### src/rtl/prefix_accumulator_pkg.sv
// Shared decode-stage definitions: prefix byte encodings, segment IDs,
// accumulator state encoding and descriptor field widths.
package prefix_accumulator_pkg;

    localparam int BYTE_W = 8;
    localparam int SEG_W  = 3;

    localparam logic [BYTE_W-1:0] PFX_REP  = 8'hF2;
    localparam logic [BYTE_W-1:0] PFX_OPSZ = 8'h66;
    localparam logic [BYTE_W-1:0] PFX_ES   = 8'h26;
    localparam logic [BYTE_W-1:0] PFX_CS   = 8'h2E;
    localparam logic [BYTE_W-1:0] PFX_SS   = 8'h36;
    localparam logic [BYTE_W-1:0] PFX_DS   = 8'h3E;
    localparam logic [BYTE_W-1:0] PFX_FS   = 8'h64;
    localparam logic [BYTE_W-1:0] PFX_GS   = 8'h65;

    localparam logic [SEG_W-1:0] SEG_ES = 3'd0;
    localparam logic [SEG_W-1:0] SEG_CS = 3'd1;
    localparam logic [SEG_W-1:0] SEG_SS = 3'd2;
    localparam logic [SEG_W-1:0] SEG_DS = 3'd3;
    localparam logic [SEG_W-1:0] SEG_FS = 3'd4;
    localparam logic [SEG_W-1:0] SEG_GS = 3'd5;

    typedef enum logic {
        S_NOPFX = 1'b0,
        S_PFX   = 1'b1
    } state_t;

    typedef struct packed {
        logic             op_override;
        logic             seg_override;
        logic [SEG_W-1:0] seg_id;
        logic             rep;
    } pfx_flags_t;

endpackage

### src/rtl/prefix_accumulator_if.sv
// Byte-in / descriptor-out handshake bundle for decode stage 0.
interface prefix_accumulator_if #(
    parameter int CNT_W = 3
);
    import prefix_accumulator_pkg::*;

    logic              flush;
    logic              in_valid;
    logic [BYTE_W-1:0] in_byte;
    logic              in_ready;
    logic              out_valid;
    logic              out_ready;
    logic [BYTE_W-1:0] out_opcode;
    logic              out_op_override;
    logic              out_seg_override;
    logic [SEG_W-1:0]  out_segID;
    logic              out_repeat;
    logic [CNT_W-1:0]  out_prefix_cnt;
    logic              out_error;

    // Fetch queue and opcode decoder side.
    modport master (
        output flush, in_valid, in_byte, out_ready,
        input  in_ready, out_valid, out_opcode, out_op_override, out_seg_override,
               out_segID, out_repeat, out_prefix_cnt, out_error
    );

    // Accumulator side.
    modport slave (
        input  flush, in_valid, in_byte, out_ready,
        output in_ready, out_valid, out_opcode, out_op_override, out_seg_override,
               out_segID, out_repeat, out_prefix_cnt, out_error
    );

endinterface

### src/rtl/prefix_accumulator_prefix_checker.sv
// Combinational classifier: decides whether a byte is a legacy prefix and
// which prefix flags it contributes.
module prefix_checker
    import prefix_accumulator_pkg::*;
(
    input  logic [BYTE_W-1:0] data,
    output logic              is_prefix,
    output logic              is_opcode,
    output logic              op_override,
    output logic              seg_override,
    output logic [SEG_W-1:0]  seg_id,
    output logic              rep
);

    always_comb begin
        is_prefix    = 1'b1;
        op_override  = 1'b0;
        seg_override = 1'b0;
        seg_id       = SEG_ES;
        rep          = 1'b0;
        case (data)
            PFX_REP:  rep         = 1'b1;
            PFX_OPSZ: op_override = 1'b1;
            PFX_ES:   begin seg_override = 1'b1; seg_id = SEG_ES; end
            PFX_CS:   begin seg_override = 1'b1; seg_id = SEG_CS; end
            PFX_SS:   begin seg_override = 1'b1; seg_id = SEG_SS; end
            PFX_DS:   begin seg_override = 1'b1; seg_id = SEG_DS; end
            PFX_FS:   begin seg_override = 1'b1; seg_id = SEG_FS; end
            PFX_GS:   begin seg_override = 1'b1; seg_id = SEG_GS; end
            default:  is_prefix   = 1'b0;
        endcase
    end

    assign is_opcode = !is_prefix;

endmodule

### src/rtl/prefix_accumulator.sv
// Decode stage 0: folds prefix bytes into a summary and emits one registered
// descriptor per instruction when the opcode byte (or a prefix overflow) arrives.
module prefix_accumulator
    import prefix_accumulator_pkg::*;
#(
    parameter int MAX_PREFIX = 4,
    parameter int CNT_W      = 3
)(
    input logic                 clk,
    input logic                 reset,
    prefix_accumulator_if.slave bus
);

    state_t           state, state_nxt;
    pfx_flags_t       acc;
    logic [CNT_W-1:0] cnt;

    logic             chk_is_prefix, chk_is_opcode;
    logic             chk_op_override, chk_seg_override, chk_rep;
    logic [SEG_W-1:0] chk_seg_id;

    logic accept, at_limit, take_pfx, emit_op, emit_err, emit;

    prefix_checker u_checker (
        .data         (bus.in_byte),
        .is_prefix    (chk_is_prefix),
        .is_opcode    (chk_is_opcode),
        .op_override  (chk_op_override),
        .seg_override (chk_seg_override),
        .seg_id       (chk_seg_id),
        .rep          (chk_rep)
    );

    // A held descriptor blocks every byte, prefixes included, so the
    // accumulator never runs ahead of a stalled decoder.
    assign bus.in_ready = !reset && !bus.flush && (!bus.out_valid || bus.out_ready);

    assign accept   = bus.in_valid && bus.in_ready;
    assign at_limit = (cnt == CNT_W'(MAX_PREFIX));
    assign take_pfx = accept && chk_is_prefix && !at_limit;
    assign emit_op  = accept && chk_is_opcode;
    assign emit_err = accept && chk_is_prefix && at_limit;
    assign emit     = emit_op || emit_err;

    always_ff @(posedge clk) begin
        if (reset || bus.flush) state <= S_NOPFX;
        else                    state <= state_nxt;
    end

    always_comb begin
        state_nxt = state;
        case (state)
            S_NOPFX: if (take_pfx) state_nxt = S_PFX;
            S_PFX:   if (emit)     state_nxt = S_NOPFX;
            default:               state_nxt = S_NOPFX;
        endcase
    end

    always_ff @(posedge clk) begin
        if (reset || bus.flush) begin
            acc <= '0;
            cnt <= '0;
        end else if (take_pfx) begin
            cnt             <= cnt + CNT_W'(1);
            acc.op_override <= acc.op_override | chk_op_override;
            acc.rep         <= acc.rep | chk_rep;
            // Last segment prefix wins.
            if (chk_seg_override) begin
                acc.seg_override <= 1'b1;
                acc.seg_id       <= chk_seg_id;
            end
        end else if (emit) begin
            acc <= '0;
            cnt <= '0;
        end
    end

    // The overflowing prefix is reported as the opcode; its own flags are
    // not folded in, so the descriptor reflects the prefixes that fit.
    always_ff @(posedge clk) begin
        if (reset || bus.flush) begin
            bus.out_valid        <= 1'b0;
            bus.out_opcode       <= '0;
            bus.out_op_override  <= 1'b0;
            bus.out_seg_override <= 1'b0;
            bus.out_segID        <= '0;
            bus.out_repeat       <= 1'b0;
            bus.out_prefix_cnt   <= '0;
            bus.out_error        <= 1'b0;
        end else if (emit) begin
            bus.out_valid        <= 1'b1;
            bus.out_opcode       <= bus.in_byte;
            bus.out_op_override  <= acc.op_override;
            bus.out_seg_override <= acc.seg_override;
            bus.out_segID        <= acc.seg_id;
            bus.out_repeat       <= acc.rep;
            bus.out_prefix_cnt   <= cnt;
            bus.out_error        <= emit_err;
        end else if (bus.out_ready) begin
            bus.out_valid <= 1'b0;
        end
    end

endmodule

### src/flat_wrapper.sv
// flat-port wrapper written by rule: the top's interface ports become plain ports
module prefix_accumulator_flat import prefix_accumulator_pkg::*;
#(
    parameter int MAX_PREFIX = 4,
    parameter int CNT_W      = 3
)
  (clk, reset, bus_flush, bus_in_valid, bus_in_byte, bus_out_ready, bus_in_ready, bus_out_valid, bus_out_opcode, bus_out_op_override, bus_out_seg_override, bus_out_segID, bus_out_repeat, bus_out_prefix_cnt, bus_out_error);
  prefix_accumulator_if #(.CNT_W(CNT_W)) bus_i ();
  input logic clk;
  input logic reset;
  input wire logic [$bits(bus_i.flush)-1:0] bus_flush;
  input wire logic [$bits(bus_i.in_valid)-1:0] bus_in_valid;
  input wire logic [$bits(bus_i.in_byte)-1:0] bus_in_byte;
  input wire logic [$bits(bus_i.out_ready)-1:0] bus_out_ready;
  output wire logic [$bits(bus_i.in_ready)-1:0] bus_in_ready;
  output wire logic [$bits(bus_i.out_valid)-1:0] bus_out_valid;
  output wire logic [$bits(bus_i.out_opcode)-1:0] bus_out_opcode;
  output wire logic [$bits(bus_i.out_op_override)-1:0] bus_out_op_override;
  output wire logic [$bits(bus_i.out_seg_override)-1:0] bus_out_seg_override;
  output wire logic [$bits(bus_i.out_segID)-1:0] bus_out_segID;
  output wire logic [$bits(bus_i.out_repeat)-1:0] bus_out_repeat;
  output wire logic [$bits(bus_i.out_prefix_cnt)-1:0] bus_out_prefix_cnt;
  output wire logic [$bits(bus_i.out_error)-1:0] bus_out_error;
  assign bus_i.flush = bus_flush;
  assign bus_i.in_valid = bus_in_valid;
  assign bus_i.in_byte = bus_in_byte;
  assign bus_i.out_ready = bus_out_ready;
  assign bus_in_ready = bus_i.in_ready;
  assign bus_out_valid = bus_i.out_valid;
  assign bus_out_opcode = bus_i.out_opcode;
  assign bus_out_op_override = bus_i.out_op_override;
  assign bus_out_seg_override = bus_i.out_seg_override;
  assign bus_out_segID = bus_i.out_segID;
  assign bus_out_repeat = bus_i.out_repeat;
  assign bus_out_prefix_cnt = bus_i.out_prefix_cnt;
  assign bus_out_error = bus_i.out_error;
  prefix_accumulator #(.MAX_PREFIX(MAX_PREFIX), .CNT_W(CNT_W)) u_core (.clk(clk), .reset(reset), .bus(bus_i));
endmodule
### config.mk
export PLATFORM = sky130hd
export DESIGN_NAME = prefix_accumulator_flat
export DESIGN_NICKNAME = d
export VERILOG_FILES = /design/src/rtl/prefix_accumulator_pkg.sv /design/src/rtl/prefix_accumulator_if.sv /design/src/rtl/prefix_accumulator_prefix_checker.sv /design/src/rtl/prefix_accumulator.sv /design/src/flat_wrapper.sv
export SDC_FILE = /design/constraint.sdc
export NUM_CORES = 1
export LEC_CHECK = 0
export BUFFER_PORTS_ARGS = -buffer_cell sky130_fd_sc_hd__buf_2
export CAP_MARGIN = 30
export CORE_MARGIN = 5
export CORE_UTILIZATION = 50
export DETAILED_ROUTE_END_ITERATION = 6
export HOLD_SLACK_MARGIN = 0.1
export PLACE_DENSITY = 0.76
export SYNTH_ARGS = -nofsm -noshare
export SYNTH_HDL_FRONTEND = slang
export SYNTH_SLANG_ARGS = --single-unit
### constraint.sdc
create_clock -name clk -period 2.6 [get_ports clk]
set_clock_uncertainty 0.05 [all_clocks]
set_input_delay 0.13 -clock clk [delete_from_list [all_inputs] [get_ports clk]]
set_output_delay 0.13 -clock clk [all_outputs]
set_load 0.02 [all_outputs]
==> flow_metrics.env, run 1 <==
export IMPL_status="completed"
export IMPL_die_area_um2=3600
export IMPL_cts_buffer_depth=2
export IMPL_grt_max_degree=25
export IMPL_syn_area_um2=1250
export IMPL_drcViolationCount=0
export IMPL_r2r_end="u_core.bus.out_opcode[1]"
export IMPL_critPathMaxFanout=12
export IMPL_fp_dieW_um=60.0
export IMPL_drive_above_1_share=0.297
export IMPL_synth_flop_cell="dfxtp_1"
export IMPL_dr_wl_met3_um=150
export IMPL_drt_iter0_drc=53
export IMPL_final_hold_violation_count=0
export IMPL_yosys_area_share_simple=0.292
export IMPL_r2r_start="u_core.cnt[0]"
export IMPL_io_buffer_count=32
export IMPL_synth_top_area_share=0.449
export IMPL_htreeDepth=1
export IMPL_die_h_um=60.0
export IMPL_grt_pass1_vias=1183
export IMPL_grt_usage=0.188
export IMPL_synthesis_instances=142
export IMPL_insertion_delay_ns=0.32
export IMPL_ant_nets=0
export IMPL_placed_area_um2=1430
export IMPL_wire_per_inst_um=14.0
export IMPL_dp_hpwl_um=2160
export IMPL_grt_pass1_wl_um=5160
export IMPL_nets=198
export IMPL_wirelength_um=2980
export IMPL_ys_types=38
export IMPL_fin_total_pwr_w=0.000725
export IMPL_cts_tree="built"
export IMPL_met2_length_um=1420
export IMPL_finalInstanceArea_um2=1550
export IMPL_yosys_register_bits=28
export IMPL_synth_fp_nets=157
export IMPL_syn_avg_cell_area_um2=8.79
export IMPL_yosys_area_share_xor_xnor=0.00701
export IMPL_antenna_found_initial=0
export IMPL_cts_setup_buffers=0
export IMPL_holdPathStages=3
export IMPL_cts_buffers=3
export IMPL_fmax_mhz=473
export IMPL_maxCapViolCount=0
export IMPL_crit_path_end_kind="register"
export IMPL_internal_power_w=0.000554
export IMPL_path_class="input pin to register"
export IMPL_io_pins=33
export IMPL_area_growth_pct=24.2
export IMPL_fin_crit_sh=0.813
export IMPL_grt_overflow_total=0
export IMPL_setup_viol=0
export IMPL_tns_ns=0
export IMPL_period_minus_slack_ns=2.11
export IMPL_setup_ws_ns=0.487
export IMPL_wl_met1_um=1380
export IMPL_coreArea_um2=2430
export IMPL_worst_slew_pin_slew_ns=0.734
export IMPL_relSlewSlack=0.508
export IMPL_hp_class="input pin to register"
export IMPL_ir_drop_mv=0.296
export IMPL_r2r_setup_slack_ns=0.53
export IMPL_synth_compound_area_frac=0.191
export IMPL_ys_seq_area_frac=0.449
export IMPL_slew_violations=0
export IMPL_arrival_ns=2.29
export IMPL_rows=18
export IMPL_synthTopCellsByArea="dfxtp_1, o21ai_1, nand3_1"
export IMPL_whs_ns=0.146
export IMPL_synth_edf_count=0
export IMPL_p_clk_frac=0.282
export IMPL_endpoint="u_core.bus.out_opcode[1]"
export IMPL_cts_root_buf="clkbuf_4"
export IMPL_initial_utilization=0.513
export IMPL_async_flop_share=0
export IMPL_leakagePower_nw=0.644
export IMPL_r2r_cells=7
export IMPL_gp_congestion=0.880
export IMPL_vias_per_cell=5.41
export IMPL_pre_cts_slack_ns=0.568
export IMPL_required_ns=2.77
export IMPL_powerDensity_nw_per_um2=467
export IMPL_start_kind="input pin"
export IMPL_rsz0062_at_grt="false"
export IMPL_swShare=0.236
export IMPL_worst_setup_hold_path_clk_slew_ns=0.14
export IMPL_synth_top_family_by_area="simple AND/OR/NAND/NOR gates"
export IMPL_power_switching_w=0.000171
export IMPL_antenna_cells=0
export IMPL_seqPwrFrac=0.603
export IMPL_top_layer_used="met4"
export IMPL_synth_area_leader_cell="dfxtp_1"
export IMPL_power_frac_comb=0.115
export IMPL_drtPass1Iterations=4
export IMPL_worstSetupStartpoint="bus_in_byte[7]"
export IMPL_vias=1146
export IMPL_synth_warnings=0
export IMPL_synthAdderAreaFrac=0.0200
export IMPL_synth_mux_area_frac=0
export IMPL_cts_sinks=28
==> sequential cells by signal (all words and copies together), names as in the netlist <==
| register | count |
|---|---|
| u_core.cnt | 3 |
| u_core.bus.out_segID | 3 |
| u_core.bus.out_valid | 1 |
| u_core.bus.out_seg_override | 1 |
| u_core.bus.out_prefix_cnt | 3 |
| u_core.bus.out_error | 1 |
| u_core.bus.out_opcode | 8 |
| u_core.bus.out_repeat | 1 |
| u_core.bus.out_op_override | 1 |
| u_core.acc | 6 |
==> cell families after synthesis <==
family | count (synthesis)
adders and majority gates | 2
xor gates and xnor gates | 1
AOI/OAI and AO/OA | 39
buffers and inverters | 10
and+or+nand+nor | 62
DFF | 28
==> layout make-up <==
type / instances / area, um2
multi-input combinational: 104 / 637
sequential: 28 / 561
clock buffer: 4 / 36.3
inverter: 2 / 7.51
fill: 213 / 881
timing repair buffer: 44 / 273
tap: 30 / 37.5
==> layer usage <==
metal	track usage	vias up
li1	-	589
met1	0.230	523
met2	0.323	29
met3	0.0410	5
met4	0.0665	0
met5	0	-
==> synth_stat cells, drive strengths merged, types with 2 or more instances <==
| library cell | n |
|---|---|
| nand2 | 22 |
| buf | 4 |
| dfxtp | 28 |
| inv | 2 |
| nand4 | 2 |
| a31oi | 3 |
| nor2 | 3 |
| nand2b | 2 |
| nor3 | 5 |
| ha | 2 |
| nand3b | 2 |
| a21oi | 4 |
| o21ai | 20 |
| clkbuf | 4 |
| o211ai | 4 |
| nand3 | 18 |
| o22ai | 2 |
==> metrics by stage <==
step | cells | util
6_report | 212 | 0.638
5_1_grt | 212 | 0.638
4_1_cts | 212 | 0.638
3_5_place_dp | 199 | 0.586
3_3_place_gp | 199 | 0.586
2_1_floorplan | 142 | -
==> critical path, cell delays in order <==
cell	delay (ns)
dlygate4sd3_1	0.52
buf_2	0.13
nand2b_1	0.16
and4bb_2	0.32
o21a_2	0.26
nor2_2	0.41
buf_4	0.27
o21ai_1	0.08
==> placed cells by master, fill, tap and decap left out, drive strengths merged, types with 3 or more instances in the layout <==
master | netlist | routed
clkbuf | 4 | 4
nor2 | 3 | 3
buf | 4 | 35
o211ai | 4 | 4
o21ai | 20 | 20
a21oi | 4 | 4
a31oi | 3 | 3
dlygate4sd3 | 0 | 9
nand3 | 18 | 18
nand2 | 22 | 22
dfxtp | 28 | 28
nor3 | 5 | 5
==> power by group through the flow <==
stage | Combinational (W) | Clock [W] | Sequential (W)
floorplan | 0.0000368 | 0 | 0.000453
global placement | 0.0000707 | 0 | 0.000446
detailed placement | 0.0000724 | 0 | 0.000446
CTS | 0.0000828 | 0.000212 | 0.000437
global route | 0.0000911 | 0.000235 | 0.000438
finish | 0.0000832 | 0.000205 | 0.000437
==> worst min-delay path by stage <==
| stage | start | to |
|---|---|---|
| finish | bus_in_valid | u_core.acc[2] |
| global route | reset | u_core.cnt[0] |
| CTS | bus_in_valid | u_core.acc[2] |
| detailed placement | bus_in_byte[7] | u_core.bus.out_opcode[7] |
| global placement | bus_in_byte[2] | u_core.bus.out_opcode[2] |
| floorplan | bus_in_byte[0] | u_core.bus.out_opcode[0] |
==> what timing repair did <==
| action | 4_1_cts | 5_1_grt |
|---|---|---|
| endpoints found under the hold margin | 10 | 0 |
| hold buffers | 9 | 0 |
| endpoints found under the setup margin | 0 | 0 |
| resized for setup | 0 | 0 |
(Power assumes the default switching activity.)
==> run 2: changes to the inputs <==
--- a/config.mk
+++ b/config.mk
@@ -8,10 +8,10 @@
 export BUFFER_PORTS_ARGS = -buffer_cell sky130_fd_sc_hd__buf_2
 export CAP_MARGIN = 30
 export CORE_MARGIN = 5
-export CORE_UTILIZATION = 50
+export CORE_UTILIZATION = 46
 export DETAILED_ROUTE_END_ITERATION = 6
 export HOLD_SLACK_MARGIN = 0.1
-export PLACE_DENSITY = 0.76
+export PLACE_DENSITY = 0.74
 export SYNTH_ARGS = -nofsm -noshare
 export SYNTH_HDL_FRONTEND = slang
 export SYNTH_SLANG_ARGS = --single-unit
==> constraint.sdc (replaced) <==
create_clock -name clk -period 1.9 [get_ports clk]
set_clock_uncertainty 0.05 [all_clocks]
set_input_delay 0.095 -clock clk [delete_from_list [all_inputs] [get_ports clk]]
set_output_delay 0.095 -clock clk [all_outputs]
set_load 0.02 [all_outputs]
==> run 2 against run 1 <==
- first-iteration DRC count fell by 17%
- sequential power rose by 37%
- sequential share of layout area fell by 1.4 points
- cell count rose by 2.4%
- sequential cell count did not move
- via count rose by 2.4%
- global-route usage fell by 3.0 points
- die area rose by 7.2%
- critical path depth fell by 1
- routed wire length rose by 2.9%
- count of clock-buffer cells in the layout fell by 1
==> flow_metrics.env, run 2 (synthesis results as in run 1) <==
export IMPL_status="completed"
export IMPL_slew_violations=0
export IMPL_grt_usage=0.158
export IMPL_grt_use_met1=0.193
export IMPL_cts_root_buf="clkbuf_4"
export IMPL_final_hold_violation_count=0
export IMPL_path_class="input pin to register"
export IMPL_die_h_um=62.1
export IMPL_slowest_delay_ns=0.57
export IMPL_fin_crit_sh=0.940
export IMPL_critPathBufInv=2
export IMPL_worst_setup_hold_path_clk_slew_ns=0.16
export IMPL_hp_class="input pin to register"
export IMPL_internal_power_w=0.000860
export IMPL_cts_tree="built"
export IMPL_antenna_cells=0
export IMPL_whs_ns=0.110
export IMPL_worstHoldStart="bus_flush"
export IMPL_die_area_um2=3860
export IMPL_required_ns=2.09
export IMPL_arrival_ns=1.98
export IMPL_gp_congestion=0.865
export IMPL_path_cells="dlygate4sd3_1 > buf_2 > nand2b_1 > nor4_1 > o21bai_1 > nand3_1 > o22ai_1"
export IMPL_r2r_cells=7
export IMPL_antenna_found_initial=0
export IMPL_area_growth_pct=29.2
export IMPL_grt_met2_usage=0.277
export IMPL_worst_slew_pin_slew_ns=0.653
export IMPL_vias=1174
export IMPL_grt_max_degree=25
export IMPL_final_util=0.634
export IMPL_drtPass1Iterations=4
export IMPL_setup_viol=0
export IMPL_hold_path_end="u_core.acc[0]"
export IMPL_htreeDepth=1
export IMPL_relSlewSlack=0.560
export IMPL_wire_per_inst_um=14.1
export IMPL_fmax_mhz=560
export IMPL_power_frac_comb=0.108
export IMPL_wirelength_um=3060
export IMPL_powerDensity_nw_per_um2=689
export IMPL_vias_per_cell=5.41
export IMPL_final_cell_mix="buf_2, dfxtp_1, nand2_1"
export IMPL_cts_buffer_depth=2
export IMPL_maxCapViolCount=0
export IMPL_cts_buffers=3
export IMPL_leakagePower_nw=0.674
export IMPL_crit_family="simple AND/OR/NAND/NOR gates"
export IMPL_finalInstanceArea_um2=1610
export IMPL_rows=18
export IMPL_largest_reg_flops=8
export IMPL_worstSetupStartpoint="bus_in_byte[7]"
export IMPL_r2r_start="u_core.cnt[0]"
export IMPL_p_clk_frac=0.354
export IMPL_grt_pass1_wl_um=5240
export IMPL_start_kind="input pin"
export IMPL_final_common_cell="buf_2"
export IMPL_insertion_delay_ns=0.33
export IMPL_cts_setup_buffers=0
export IMPL_grt_use_met3=0.0324
export IMPL_critPathMaxFanout=4
export IMPL_r2r_setup_slack_ns=0.19
export IMPL_ir_drop_mv=0.527
export IMPL_rsz0062_at_grt="false"
export IMPL_seqPwrFrac=0.538
export IMPL_fp_dieW_um=62.1
export IMPL_ant_nets=0
export IMPL_coreArea_um2=2540
export IMPL_dp_hpwl_um=2240
export IMPL_grt_overflow_total=0
export IMPL_grt_busiest_layer="met2"
export IMPL_initial_utilization=0.491
export IMPL_r2r_end="u_core.acc[1]"
export IMPL_io_pins=33
export IMPL_drcViolationCount=0
export IMPL_holdPathStages=3
export IMPL_crit_path_end_kind="register"
export IMPL_io_buffer_count=32
export IMPL_cts_sinks=28
export IMPL_power_switching_w=0.000251
export IMPL_largestRegisters="u_core.bus.out_opcode (8), u_core.acc (6)"
export IMPL_fin_total_pwr_w=0.00111
export IMPL_cpMaxStageDelayCell="nor4_1"
export IMPL_nets=203
export IMPL_largest_register="u_core.bus.out_opcode"
export IMPL_placed_area_um2=1450
export IMPL_drt_iter0_drc=44
export IMPL_period_minus_slack_ns=1.79
export IMPL_swShare=0.226
export IMPL_grt_pass1_vias=1199
export IMPL_drive_above_1_share=0.310
export IMPL_tns_ns=0
## run 2: area by class of cell
class	instances	area, um2
inverter	2	7.51
timing repair buffer	49	315
clock buffer	3	22.5
sequential	28	561
fill	236	932
multi-input combinational	104	639
tap	30	37.5
clock inverter	1	30.0
## run 2: power by group through the flow
stage / sequential (W) / clock (W) / combinational (W)
after detailed placement: 0.000611 / 0 / 0.000102
after floorplan: 0.000620 / 0 / 0.0000504
after global placement: 0.000610 / 0 / 0.0000999
final: 0.000598 / 0.000394 / 0.000120
after CTS: 0.000598 / 0.000401 / 0.000118
after global routing: 0.000599 / 0.000427 / 0.000128
## run 2: timing repair
action / in CTS / in global routing
resized for setup: 0 / 1
endpoints found under the hold margin: 11 / 1
hold buffers: 10 / 1
endpoints found under the setup margin: 0 / 2
## run 2: worst max-delay path by stage
stage | endpoint | cells after the start
4_1_cts | u_core.acc[2] | 7
3_5_place_dp | u_core.acc[1] | 7
2_1_floorplan | u_core.bus.out_op_override | 7
3_3_place_gp | u_core.acc[1] | 7
6_report | u_core.acc[1] | 7
5_1_grt | u_core.acc[1] | 7
## run 2: per-layer routing
metal  share of wire  wire length (um)
met5               0                 0
met4           0.011                35
met3           0.047               144
met2            0.49              1500
met1            0.45              1380
## run 2: tightest hold or removal path: stages
cell and delay [ns]:
buf_2 0.09, or2_2 0.21, nor3_2 0.07
## run 2: metrics by stage
step / setup WS [ns] / cells
6_report: 0.115 / 217
5_1_grt: 0.0444 / 217
4_1_cts: 0.126 / 216
3_5_place_dp: 0.133 / 202
3_3_place_gp: 0.275 / 202
2_1_floorplan: 0.386 / 142
==> run 3: changes to the inputs <==
--- a/config.mk
+++ b/config.mk
@@ -9,9 +9,11 @@
 export CAP_MARGIN = 30
 export CORE_MARGIN = 5
 export CORE_UTILIZATION = 46
+export CTS_CLUSTER_DIAMETER = 80
 export DETAILED_ROUTE_END_ITERATION = 6
 export HOLD_SLACK_MARGIN = 0.1
 export PLACE_DENSITY = 0.74
+export RECOVER_POWER = 100
 export SYNTH_ARGS = -nofsm -noshare
 export SYNTH_HDL_FRONTEND = slang
 export SYNTH_SLANG_ARGS = --single-unit
==> run 3 against run 2 <==
- power down 0.32%
- routed wire length up 0.78%
- sequential share of layout area up 1.0 points
- core utilization down 1.8 points
- global-route usage unchanged
- maximum frequency down 0.90%
- hold slack worse by 0.012 ns
- count of clock-buffer cells in the layout unchanged
- die area unchanged
- setup slack worse by 0.016 ns
- critical endpoint is now u_core.bus.out_opcode[1]
- largest cell class unchanged
- highest routed layer unchanged
==> flow_metrics.env, run 3 (synthesis results as in run 1) <==
export IMPL_status="completed"
export IMPL_p_clk_frac=0.357
export IMPL_hold_path_end="u_core.bus.out_valid"
export IMPL_grt_usage=0.158
export IMPL_hp_class="input pin to register"
export IMPL_r2r_end="u_core.acc[1]"
export IMPL_worstHoldStart="bus_flush"
export IMPL_wl_met1_um=1420
export IMPL_nets=203
export IMPL_cts_root_buf="clkbuf_4"
export IMPL_r2r_cells=7
export IMPL_grt_pass1_wl_um=5240
export IMPL_largest_reg_flops=8
export IMPL_cts_setup_buffers=0
export IMPL_ir_drop_mv=0.527
export IMPL_maxCapViolCount=0
export IMPL_area_growth_pct=25.6
export IMPL_antenna_cells=0
export IMPL_final_common_cell="dfxtp_1"
export IMPL_rows=18
export IMPL_wire_per_inst_um=14.2
export IMPL_worst_setup_hold_path_clk_slew_ns=0.15
export IMPL_rsz0062_at_grt="false"
export IMPL_fin_crit_sh=0.948
export IMPL_slew_violations=0
export IMPL_period_minus_slack_ns=1.80
export IMPL_cts_buffers=3
export IMPL_worst_slew_pin_slew_ns=0.619
export IMPL_initial_utilization=0.491
export IMPL_dp_hpwl_um=2240
export IMPL_grt_max_degree=25
export IMPL_relSlewSlack=0.583
export IMPL_seqPwrFrac=0.540
export IMPL_htreeDepth=1
export IMPL_holdPathStages=3
export IMPL_die_h_um=62.1
export IMPL_final_hold_violation_count=0
export IMPL_fin_total_pwr_w=0.00111
export IMPL_insertion_delay_ns=0.33
export IMPL_drive_above_1_share=0.182
export IMPL_arrival_ns=1.99
export IMPL_required_ns=2.08
export IMPL_io_pins=33
export IMPL_path_class="input pin to register"
export IMPL_vias=1186
export IMPL_critPathMaxFanout=8
export IMPL_fillers=251
export IMPL_crit_path_end_kind="register"
export IMPL_r2r_start="u_core.cnt[0]"
export IMPL_tns_ns=0
export IMPL_cts_tree="built"
export IMPL_r2r_setup_slack_ns=0.18
export IMPL_die_area_um2=3860
export IMPL_grt_pass1_vias=1199
export IMPL_largestRegisters="u_core.bus.out_opcode (8), u_core.acc (6)"
export IMPL_largest_register="u_core.bus.out_opcode"
export IMPL_io_buffer_count=32
export IMPL_start_kind="input pin"
export IMPL_swShare=0.227
export IMPL_cts_sinks=28
export IMPL_cts_buffer_depth=2
export IMPL_leakagePower_nw=0.585
export IMPL_power_switching_w=0.000251
export IMPL_wirelength_um=3090
export IMPL_fp_dieW_um=62.1
export IMPL_setup_viol=0
export IMPL_met2_length_um=1490
export IMPL_whs_ns=0.0975
export IMPL_power_frac_comb=0.103
export IMPL_gp_congestion=0.865
export IMPL_drcViolationCount=0
export IMPL_vias_per_cell=5.47
export IMPL_top_layer_used="met4"
export IMPL_antenna_found_initial=0
export IMPL_final_cell_mix="dfxtp_1, nand2_1, clkbuf_1"
export IMPL_grt_overflow_total=0
export IMPL_drt_iter0_drc=44
export IMPL_ant_nets=0
export IMPL_drtPass1Iterations=4
export IMPL_powerDensity_nw_per_um2=707
export IMPL_fmax_mhz=555
export IMPL_dr_wl_met3_um=147
export IMPL_internal_power_w=0.000856
export IMPL_coreArea_um2=2540
run 3: cell count changes in the layout (fill, tap and decap cells not counted), sizes merged:
cell	before	now
buf	38	17
clkbuf	3	24
run 3: metal layers:
layer  track usage  up-vias
met2         0.277       29
li1              -      604
met3        0.0324        4
met4        0.0461        0
met1         0.193      549
met5             0        -
run 3: power groups by stage:
stage	combinational, W	sequential [W]	clock [W]
after floorplan	0.0000504	0.000620	0
after global placement	0.0000999	0.000610	0
after detailed placement	0.000102	0.000611	0
after CTS	0.000118	0.000598	0.000401
after global routing	0.000124	0.000600	0.000427
final	0.000114	0.000598	0.000395
run 3: critical path, stage by stage:
cell and delay, ns:
dlygate4sd3_1 0.52, clkbuf_1 0.14, nand2b_1 0.19, and4bb_2 0.32
o21a_2 0.25, nor2_1 0.14, clkbuf_2 0.22, o21ai_0 0.10
run 3: worst max path at each step:
| stage | from | to | slack [ns] | cells past startpoint |
|---|---|---|---|---|
| after global routing | bus_in_byte[7] | u_core.bus.out_opcode[1] | 0.03 | 8 |
| after global placement | u_core.cnt[0] | u_core.acc[1] | 0.28 | 7 |
| after floorplan | u_core.cnt[0] | u_core.bus.out_op_override | 0.39 | 7 |
| final | bus_in_byte[7] | u_core.bus.out_opcode[1] | 0.1 | 8 |
| after CTS | u_core.cnt[0] | u_core.acc[2] | 0.13 | 7 |
| after detailed placement | u_core.cnt[0] | u_core.acc[1] | 0.13 | 7 |
run 3: area by class of cell:
class	instances	area, um2	area share
clock buffer	3	22.5	0.0144
timing repair buffer	49	288	0.184
clock inverter	1	30.0	0.0192
inverter	2	7.51	0.00479
sequential	28	561	0.358
tap	30	37.5	0.0239
multi-input combinational	104	622	0.397
run 3: what timing repair did:
item,4_1_cts,5_1_grt
endpoints found under the setup margin,0,2
hold endpoints to repair,11,1
hold buffers,10,1
gates resized for setup,0,1
run 3: per-stage QoR:
step,std cells,cell area [um2],util,setup slack (ns)
after detailed placement,202,1450,0.569,0.133
after floorplan,142,1250,-,0.386
after global routing,217,1570,0.616,0.0329
after global placement,202,1450,0.569,0.275
final,217,1570,0.616,0.0984
after CTS,216,1600,0.629,0.126
